**src/rtl/num_display_pkg.sv**
```systemverilog
// Shared definitions for the 4-digit multiplexed 7-segment display driver.
// Holds the active-low segment codes ({dp,g,f,e,d,c,b,a}), the converter
// FSM state type, the digit count and a digit-to-segment decode helper.
package num_display_pkg;

    localparam int NUM_DIGITS = 4;

    localparam logic [7:0] SEG_0       = 8'hC0;
    localparam logic [7:0] SEG_1       = 8'hF9;
    localparam logic [7:0] SEG_2       = 8'hA4;
    localparam logic [7:0] SEG_3       = 8'hB0;
    localparam logic [7:0] SEG_4       = 8'h99;
    localparam logic [7:0] SEG_5       = 8'h92;
    localparam logic [7:0] SEG_6       = 8'h82;
    localparam logic [7:0] SEG_7       = 8'hF8;
    localparam logic [7:0] SEG_8       = 8'h80;
    localparam logic [7:0] SEG_9       = 8'h90;
    localparam logic [7:0] SEG_BLANK   = 8'hFF;
    // AND mask that pulls the (active-low) decimal point on.
    localparam logic [7:0] SEG_DP_MASK = 8'h7F;

    typedef enum logic [1:0] {
        IDLE  = 2'd0,
        SHIFT = 2'd1,
        DONE  = 2'd2
    } conv_state_t;

    function automatic logic [7:0] seg_decode(input logic [3:0] digit);
        logic [7:0] seg;
        case (digit)
            4'd0:    seg = SEG_0;
            4'd1:    seg = SEG_1;
            4'd2:    seg = SEG_2;
            4'd3:    seg = SEG_3;
            4'd4:    seg = SEG_4;
            4'd5:    seg = SEG_5;
            4'd6:    seg = SEG_6;
            4'd7:    seg = SEG_7;
            4'd8:    seg = SEG_8;
            4'd9:    seg = SEG_9;
            default: seg = SEG_BLANK;
        endcase
        return seg;
    endfunction

endpackage

```
**src/rtl/bin2bcd_seq.sv**
```systemverilog
// Sequential 16-bit double-dabble binary-to-BCD converter.
// One clock to capture, sixteen shift clocks, then one clock in DONE where
// the (saturated) BCD and the overflow flag are valid.
// Ports:
//   clk, rst_n : clock, asynchronous active-low reset
//   start      : capture bin and begin a conversion (honoured only when idle)
//   bin        : binary input value
//   busy       : converter is not idle
//   done       : one-cycle strobe; bcd/ovf are valid during it
//   bcd        : packed 4-digit BCD, forced to 9999 when the input was > 9999
//   ovf        : captured input exceeded 9999
module bin2bcd_seq
    import num_display_pkg::*;
(
    input  logic        clk,
    input  logic        rst_n,
    input  logic        start,
    input  logic [15:0] bin,
    output logic        busy,
    output logic        done,
    output logic [15:0] bcd,
    output logic        ovf
);

    conv_state_t state_reg, state_next;
    logic [15:0] bin_reg;
    logic [15:0] bcd_work;
    logic [3:0]  cnt_reg;
    logic        big_reg;
    logic [15:0] bcd_adj;

    // Add-3 correction on every nibble that is 5 or more before each shift.
    generate
        for (genvar gi = 0; gi < NUM_DIGITS; gi++) begin : g_adj
            assign bcd_adj[gi*4 +: 4] = (bcd_work[gi*4 +: 4] >= 4'd5)
                                      ? bcd_work[gi*4 +: 4] + 4'd3
                                      : bcd_work[gi*4 +: 4];
        end
    endgenerate

    always_comb begin
        state_next = state_reg;
        case (state_reg)
            IDLE:    if (start) state_next = SHIFT;
            SHIFT:   if (cnt_reg == 4'd15) state_next = DONE;
            DONE:    state_next = IDLE;
            default: state_next = IDLE;
        endcase
    end

    always_ff @(posedge clk or negedge rst_n) begin
        if (!rst_n) begin
            state_reg <= IDLE;
            bin_reg   <= '0;
            bcd_work  <= '0;
            cnt_reg   <= '0;
            big_reg   <= 1'b0;
        end else begin
            state_reg <= state_next;
            case (state_reg)
                IDLE: begin
                    if (start) begin
                        bin_reg  <= bin;
                        bcd_work <= '0;
                        cnt_reg  <= '0;
                        big_reg  <= (bin > 16'd9999);
                    end
                end
                SHIFT: begin
                    // Ten-thousands carry falls off the top; over-range
                    // inputs are saturated from big_reg instead.
                    bcd_work <= {bcd_adj[14:0], bin_reg[15]};
                    bin_reg  <= {bin_reg[14:0], 1'b0};
                    cnt_reg  <= cnt_reg + 4'd1;
                end
                default: ;
            endcase
        end
    end

    assign busy = (state_reg != IDLE);
    assign done = (state_reg == DONE);
    assign bcd  = big_reg ? 16'h9999 : bcd_work;
    assign ovf  = big_reg;

endmodule

```
**src/rtl/num_display_mux.sv**
```systemverilog
// 4-digit common-anode multiplexed 7-segment display driver.
// Converts a 16-bit value to BCD whenever it differs from the last converted
// value, then scans the digits with leading-zero blanking and an over-range
// decimal point indicator.
// Ports:
//   clk, rst_n : clock, asynchronous active-low reset
//   value      : unsigned binary number to display
//   led        : active-low segments {dp,g,f,e,d,c,b,a}
//   state      : active-low one-hot anode select, bit0 = ones digit
//   result     : packed BCD currently displayed
module num_display_mux
    import num_display_pkg::*;
#(
    parameter int DIV_BITS = 2
) (
    input  logic        clk,
    input  logic        rst_n,
    input  logic [15:0] value,
    output logic [7:0]  led,
    output logic [3:0]  state,
    output logic [15:0] result
);

    logic [15:0]         last_reg;
    logic [15:0]         result_reg;
    logic                ovf_reg;
    logic [DIV_BITS-1:0] presc_reg;
    logic [1:0]          idx_reg;
    logic [1:0]          idx_next;
    logic [7:0]          led_reg;
    logic [3:0]          state_reg;

    logic        conv_start;
    logic        conv_busy;
    logic        conv_done;
    logic [15:0] conv_bcd;
    logic        conv_ovf;

    // Re-convert whenever the input differs from what was last captured;
    // a change mid-conversion is therefore picked up on the next idle cycle.
    assign conv_start = !conv_busy && (value != last_reg);

    bin2bcd_seq u_bin2bcd (
        .clk   (clk),
        .rst_n (rst_n),
        .start (conv_start),
        .bin   (value),
        .busy  (conv_busy),
        .done  (conv_done),
        .bcd   (conv_bcd),
        .ovf   (conv_ovf)
    );

    logic [NUM_DIGITS-1:0] nib_nz;
    logic [NUM_DIGITS-1:0] blank;
    logic [7:0]            digit_seg [NUM_DIGITS];

    // A digit is blanked when it and every digit above it are zero; the
    // ones digit always shows.
    generate
        for (genvar gi = 0; gi < NUM_DIGITS; gi++) begin : g_digit
            assign nib_nz[gi] = |result_reg[gi*4 +: 4];
            if (gi == 0) begin : g_ones
                assign blank[gi] = 1'b0;
            end else begin : g_upper
                assign blank[gi] = ~(|nib_nz[NUM_DIGITS-1:gi]);
            end
            assign digit_seg[gi] = blank[gi] ? SEG_BLANK
                                 : (seg_decode(result_reg[gi*4 +: 4])
                                    & (ovf_reg ? SEG_DP_MASK : 8'hFF));
        end
    endgenerate

    assign idx_next = (&presc_reg) ? idx_reg + 2'd1 : idx_reg;

    always_ff @(posedge clk or negedge rst_n) begin
        if (!rst_n) begin
            last_reg   <= '0;
            result_reg <= '0;
            ovf_reg    <= 1'b0;
            presc_reg  <= '0;
            idx_reg    <= '0;
            led_reg    <= SEG_0;
            state_reg  <= 4'b1110;
        end else begin
            if (conv_start) last_reg <= value;
            if (conv_done) begin
                result_reg <= conv_bcd;
                ovf_reg    <= conv_ovf;
            end
            presc_reg <= presc_reg + DIV_BITS'(1);
            idx_reg   <= idx_next;
            // Segments and anodes come from the same index on the same
            // edge so there is no ghosting skew between them.
            led_reg   <= digit_seg[idx_next];
            state_reg <= ~(4'b0001 << idx_next);
        end
    end

    assign led    = led_reg;
    assign state  = state_reg;
    assign result = result_reg;

endmodule

```
**config.mk**
```make
export PLATFORM = sky130hd
export DESIGN_NAME = num_display_mux
export DESIGN_NICKNAME = d
export VERILOG_FILES = /design/src/rtl/num_display_pkg.sv /design/src/rtl/bin2bcd_seq.sv /design/src/rtl/num_display_mux.sv
export SDC_FILE = /design/constraint.sdc
export NUM_CORES = 1
export LEC_CHECK = 0
export CAP_MARGIN = 20
export CORE_MARGIN = 2
export CORE_UTILIZATION = 36
export CTS_CLUSTER_SIZE = 28
export DETAILED_ROUTE_END_ITERATION = 8
export PLACE_DENSITY_LB_ADDON = 0.3
export SLEW_MARGIN = 20
export SYNTH_ARGS = -nofsm -noshare
export SYNTH_HDL_FRONTEND = slang
export SYNTH_SLANG_ARGS = --single-unit
```
**constraint.sdc**
```tcl
create_clock -name clk -period 2.3 [get_ports clk]
set_input_delay 0.46 -clock clk [delete_from_list [all_inputs] [get_ports clk]]
set_output_delay 0.46 -clock clk [all_outputs]
set_load 0.03 [all_outputs]
```
# Yosys cells after proc, flatten, opt, wreduce, memory -nomap -nowiden
# Memory sizes are Yosys's and may differ from the RTL's.
# Index checks and enable logic that the tools add are counted.
[op_classes]
n_lt_le_gt_ge = 6
reduce_logical = 12
eq_ne = 6
muxes = 22
shifts = 1
bitwise_logic = 6
n_addsub = 7
[op_table]
columns = ["cell", "n"]
rows = [
  ["$pmux W16 S2", 2],
  ["$mux W16", 3],
  ["$mux W8", 6],
  ["$and A8 B8 Y8", 4],
  ["$bmux W8 S2", 1],
  ["$ge A4 B3 Y1 const B", 4],
  ["$gt A16 B14 Y1 const B", 1],
  ["$mux W4", 4],
  ["$ne A16 B16 Y1", 1],
  ["$add A4 B2 Y4 const B", 3],
  ["$reduce_or A12 Y1", 1],
  ["$pmux W4 S2", 1],
  ["$reduce_and A2 Y1", 4],
  ["$reduce_or A8 Y1", 1],
  ["$mux W2", 3],
  ["$add A2 B1 Y2 const B", 2],
  ["$add A4 B1 Y4 const B", 1],
  ["$eq A4 B4 Y1 const B", 1],
  ["$not A4 Y4", 1],
  ["$pmux W2 S2", 1],
  ["$reduce_bool A2 Y1", 2],
  ["$reduce_or A4 Y1", 1],
  ["$shl A1 B2 Y4 const A", 1],
  ["$add A3 B2 Y3 const B", 1],
  ["10 further kinds", 10],
]
[totals]
in_bits = 18
elab_cells = 76
memories = 4
romBits = 448
regBits = 88
[memory_table]
columns = ["memory", "words", "width", "read_ports", "rd_clocked_by_memory_dff", "wr", "line", "source"]
rows = [
  ["(name not given)", 16, 7, 1, 0, 0, "num_display_pkg.sv:30", "case (digit)"],
  ["(name not given)", 16, 7, 1, 0, 0, "num_display_pkg.sv:30", ""],
  ["(name not given)", 16, 7, 1, 0, 0, "num_display_pkg.sv:30", ""],
  ["(name not given)", 16, 7, 1, 0, 0, "num_display_pkg.sv:30", ""],
]

# Longest topological paths before layout
[logic_depth]
ltp_word = 6
ltp_mapped = 7
ltp_nobuf = 7

# Hierarchy
# Synthesis repeated with hierarchy kept, for this count alone.
[unflattened]
cells_unflattened = 505
hier_area_um2 = 4949.7
[modules_own_cells]
columns = ["module", "area_per_inst_um2", "instances", "cells_per_inst"]
rows = [
  ["num_display_mux", 2922.8, 1, 291],
  ["bin2bcd_seq", 2026.9, 1, 214],
]

# Worst setup path after synthesis
# OpenSTA, ideal clock, no wires.
[synth_timing]
path_kind = "register to register"
from = "register result_reg[13], in the netlist result[13]"
to = "register led_reg[1], in the netlist led[1]"
t_arrival_ns = 1.781
path_buffers = 0
path_slack_ns = 0.386
setup_time_ns = 0.133
stages_incl_launch_ff = 8
path_cell_list = "dfrtp_1 -> inv_1 -> ha_1 -> nor3b_1 -> and3_1 -> nand4_1 -> a21boi_0 -> o211ai_1"
[synth_via]
elab_chain_len = 6
word_cells_on_any_way = 11
classes_between = "mux: 6; bitwise: 1; reduce/logical: 3; memory: 1"
[synth_rtl]
columns = ["element", "line", "source"]
rows = [
  ["start, declared", "num_display_mux.sv:25", "logic [15:0] result_reg;"],
  ["start signal, assigned", "num_display_mux.sv:88", "result_reg <= conv_bcd;"],
  ["$mem_v2 Z16 W7", "--", ""],
  ["$and A8 B8 Y8", "num_display_mux.sv:70", "& (ovf_reg ? SEG_DP_MASK : 8'hFF));"],
  ["$mux W8", "num_display_mux.sv:68", "assign digit_seg[gi] = blank[gi] ? SEG_BLANK"],
  ["$bmux W8 S2 *", "num_display_mux.sv:95", "led_reg <= digit_seg[idx_next];"],
  ["$mux W8 (not written as such) * (2 in series)", "num_display_mux.sv:95", ""],
  ["end signal, assigned", "num_display_mux.sv:95", ""],
  ["end, declared", "num_display_mux.sv:30", "logic [7:0] led_reg;"],
]
# Mark *: on every way between the ends. The rest lies on a longest branch, timed or not. The select of a mux whose other input is x is not followed.
# A chain may end at the register's enable or synchronous reset.

# Final worst setup path
[layout_timing]
from = "input value[12]"
to = "register last_reg[7]"
[layout_via]
elab_chain_len = 2
[layout_rtl]
columns = ["element", "line", "source"]
rows = [
  ["start, declared", "num_display_mux.sv:18", "input logic [15:0] value,"],
  ["$ne A16 B16 Y1", "num_display_mux.sv:41", "assign conv_start = !conv_busy && (value != last_reg);"],
  ["$logic_and A1 B1 Y1", "num_display_mux.sv:41", ""],
  ["end signal, assigned", "num_display_mux.sv:86", "if (conv_start) last_reg <= value;"],
  ["end, declared", "num_display_mux.sv:24", "logic [15:0] last_reg;"],
]
# Every way passes these cells.

==> out/metrics.cfg <==
[outcome]
status=complete, no violations

[timing]
min_period_ps=2190
hold_violations=0
period_share_pct=95.1
timing.fmax_mhz=457
drv_slew=0
rsz0062_at_grt=yes
relSlewSlack_pct=50.7
setup_viol=0
hold_ws_ps=47.1
fin_worst_skew_ps=9.69
worstMarginPinSlew_ps=739
setup_tns_ps=0

[clock_network]
cts_made_buffers=9
clk_latency_ps=350
cts.sink_count=88
cts_resized=0
ctsLongestPathBuffers=2
cts-root-buf=clkbuf_16
cts_tree=done
cts_setup_buffers=0
clkSlewWorstSetupHoldPaths_ps=60
cts-htree-levels=3

[power_and_ir_drop]
pwr-share-comb_pct=46.6
peakVddDrop_uv=525
power.leakage_nw=2.77
switching_power_mw=2.97
power-per-cell-area_nw_per_um2=1240
clkPwrFrac_pct=18.0
switching_share_pct=39.0
p_int_mw=4.65
power_frac_seq_pct=35.3

[grt]
grt_pass1_vias=3813
grt-ovfl-total=0
grt_max_degree=58
grt_usage_pct=15.0
grt_use_met1_pct=18.9
top_usage_layer=met2
grt_pass1_wl_um=17900
antenna_found_initial=0
grt_util_met3_pct=3.23
met2_usage_pct=25.3

[die]
die-area_um2=15100
die_w_um=123
initial_core_util_pct=36.7
die_h_um=123
core_area_um2=13900
rows=43
io_pins=46

[synth]
synth_warnings=0
syn_nets=573
synth_area_um2=5100
avgSynthCellArea_um2=9.71
yosysSeqAreaShare_pct=43.3
synth_ff_type=dfrtp_1
synth_cell_types=53
synthCells=525
synth-edff-count=0
async_flop_share_pct=100
ys_ff_latch=88

[layout]
final_util_pct=44.3
antennaDiodeCount=0
nNetsFinal=632
drive_gt1_share_pct=16.0
final_common_cell=dfrtp_1
fin_area_um2=6150
area_growth_pct=20.7
layout_common_cells=dfrtp_1, nand2_1, clkdlybuf4s50_1

[route]
post_drt_via_cell_ratio=4.96
antenna_left=0
vias=3818
drtPass1Iterations=4
wirelength_um=10500
wl_per_cell_um=13.7
dr.first_iter.drc_count=320
drcViolationCount=0

[placement]
place_area_um2=5870
port_buffers=45
place.gp.congestion=0.821
dp.final_hpwl_um=7810

[worst_setup_path]
endpoint_kind=flip-flop
critical_path.max_fanout=18
crit_slowest_cell=clkdlybuf4s50_1
worstPathArrival_ps=2420
cp-start-kind=primary input
path_cells=clkdlybuf4s50_1 -> xnor2_1 -> nand4_1 -> nor4_4 -> or3_4 -> mux2_2
required_ps=2530
max_stage_delay_ps=440
worstSetupPathType=primary input to flip-flop

[job]
cap_violations=0

[hold_path]
hp-class=primary input to async pin

## per-layer routing
metal	part of all wire, %	vias to the layer above
li1	-	1918
met1	46	1810
met2	48	72
met3	4.1	18
met4	1.8	0
met5	0	-
## metrics by stage
stage	std cells	power, mW	setup WS, ps
5_1_grt	769	8.23	-3.08
3_5_place_dp	753	6.29	-307
6_report	769	7.62	112
3_3_place_gp	753	6.15	-229
2_1_floorplan	525	5.30	386
4_1_cts	769	7.69	70.2
## path summary, 6_finish.rpt
| check | from | endpoint | slack [ps] | depth (start not counted) |
|---|---|---|---|---|
| setup reg to reg | result[12] | led[1] | 290 | 7 |
| hold / removal | rst_n | led[1] | 50 | 1 |
| min in group clk | presc_reg[0] | presc_reg[0] | 430 | 1 |
| hold reg to reg | presc_reg[0] | presc_reg[0] | 430 | 1 |
| max in group asynchronous | rst_n | u_bin2bcd.bcd_work[5] | 1600 | 2 |
| setup / recovery | value[12] | last_reg[7] | 110 | 6 |
## timing repair
item	CTS	global route
hold buffers	0	0
endpoints found under the hold margin	0	0
setup endpoints to repair	0	1
## power by group through the flow
stage               Combinational, mW  Sequential, mW  Clock, mW
finish                           3.56            2.69       1.37
global route                     3.97            2.79       1.48
CTS                              3.59            2.69       1.41
detailed placement               3.57            2.72          0
global placement                 3.46            2.69          0
floorplan                        2.50            2.80          0
## logic make-up after synthesis
family,count (synthesis),synth area share [%]
AOI/OAI and AO/OA,121,15.6
xor gates and xnor gates,29,4.98
adders and majority gates,30,7.37
buffers and inverters,59,4.98
DFF,88,43.3
muxes,37,8.99
and+or+nand+nor,161,14.7
## cell usage after synthesis (all sizes together) (4+ instances only)
| library cell | count | area [um2] |
|---|---|---|
| dfrtp | 83 | 2080 |
| o21ai | 28 | 140 |
| clkbuf | 20 | 75.1 |
| inv | 32 | 120 |
| nand2b | 16 | 100 |
| mux2i | 4 | 52.6 |
| a21oi | 38 | 216 |
| o221ai | 4 | 35.0 |
| a31oi | 5 | 31.3 |
| xnor2 | 29 | 254 |
| nand4 | 7 | 43.8 |
| buf | 7 | 58.8 |
| ha | 30 | 375 |
| nor3 | 6 | 30.0 |
| mux2 | 33 | 405 |
| o31ai | 8 | 60.1 |
| nor2 | 28 | 105 |
| o211ai | 8 | 60.1 |
| dfstp | 5 | 131 |
| nand2 | 81 | 304 |
| o22ai | 9 | 81.3 |
| nand3 | 4 | 20.0 |
## worst max-delay path: cells and delay by family
kind / cells / cell delay [ps]
muxes: 1 / 380
xor gates and xnor gates: 1 / 230
buffers and inverters: 1 / 440
and+or+nand+nor: 3 / 900
## layout make-up
cell class	instances	area, um2
sequential	88	2210
fill	1353	7730
inverter	32	120
multi-input combinational	378	2630
timing repair buffer	75	686
clock inverter	2	13.8
tap	180	225
clock buffer	14	264
No activity file was read; power rests on OpenSTA's default activity.
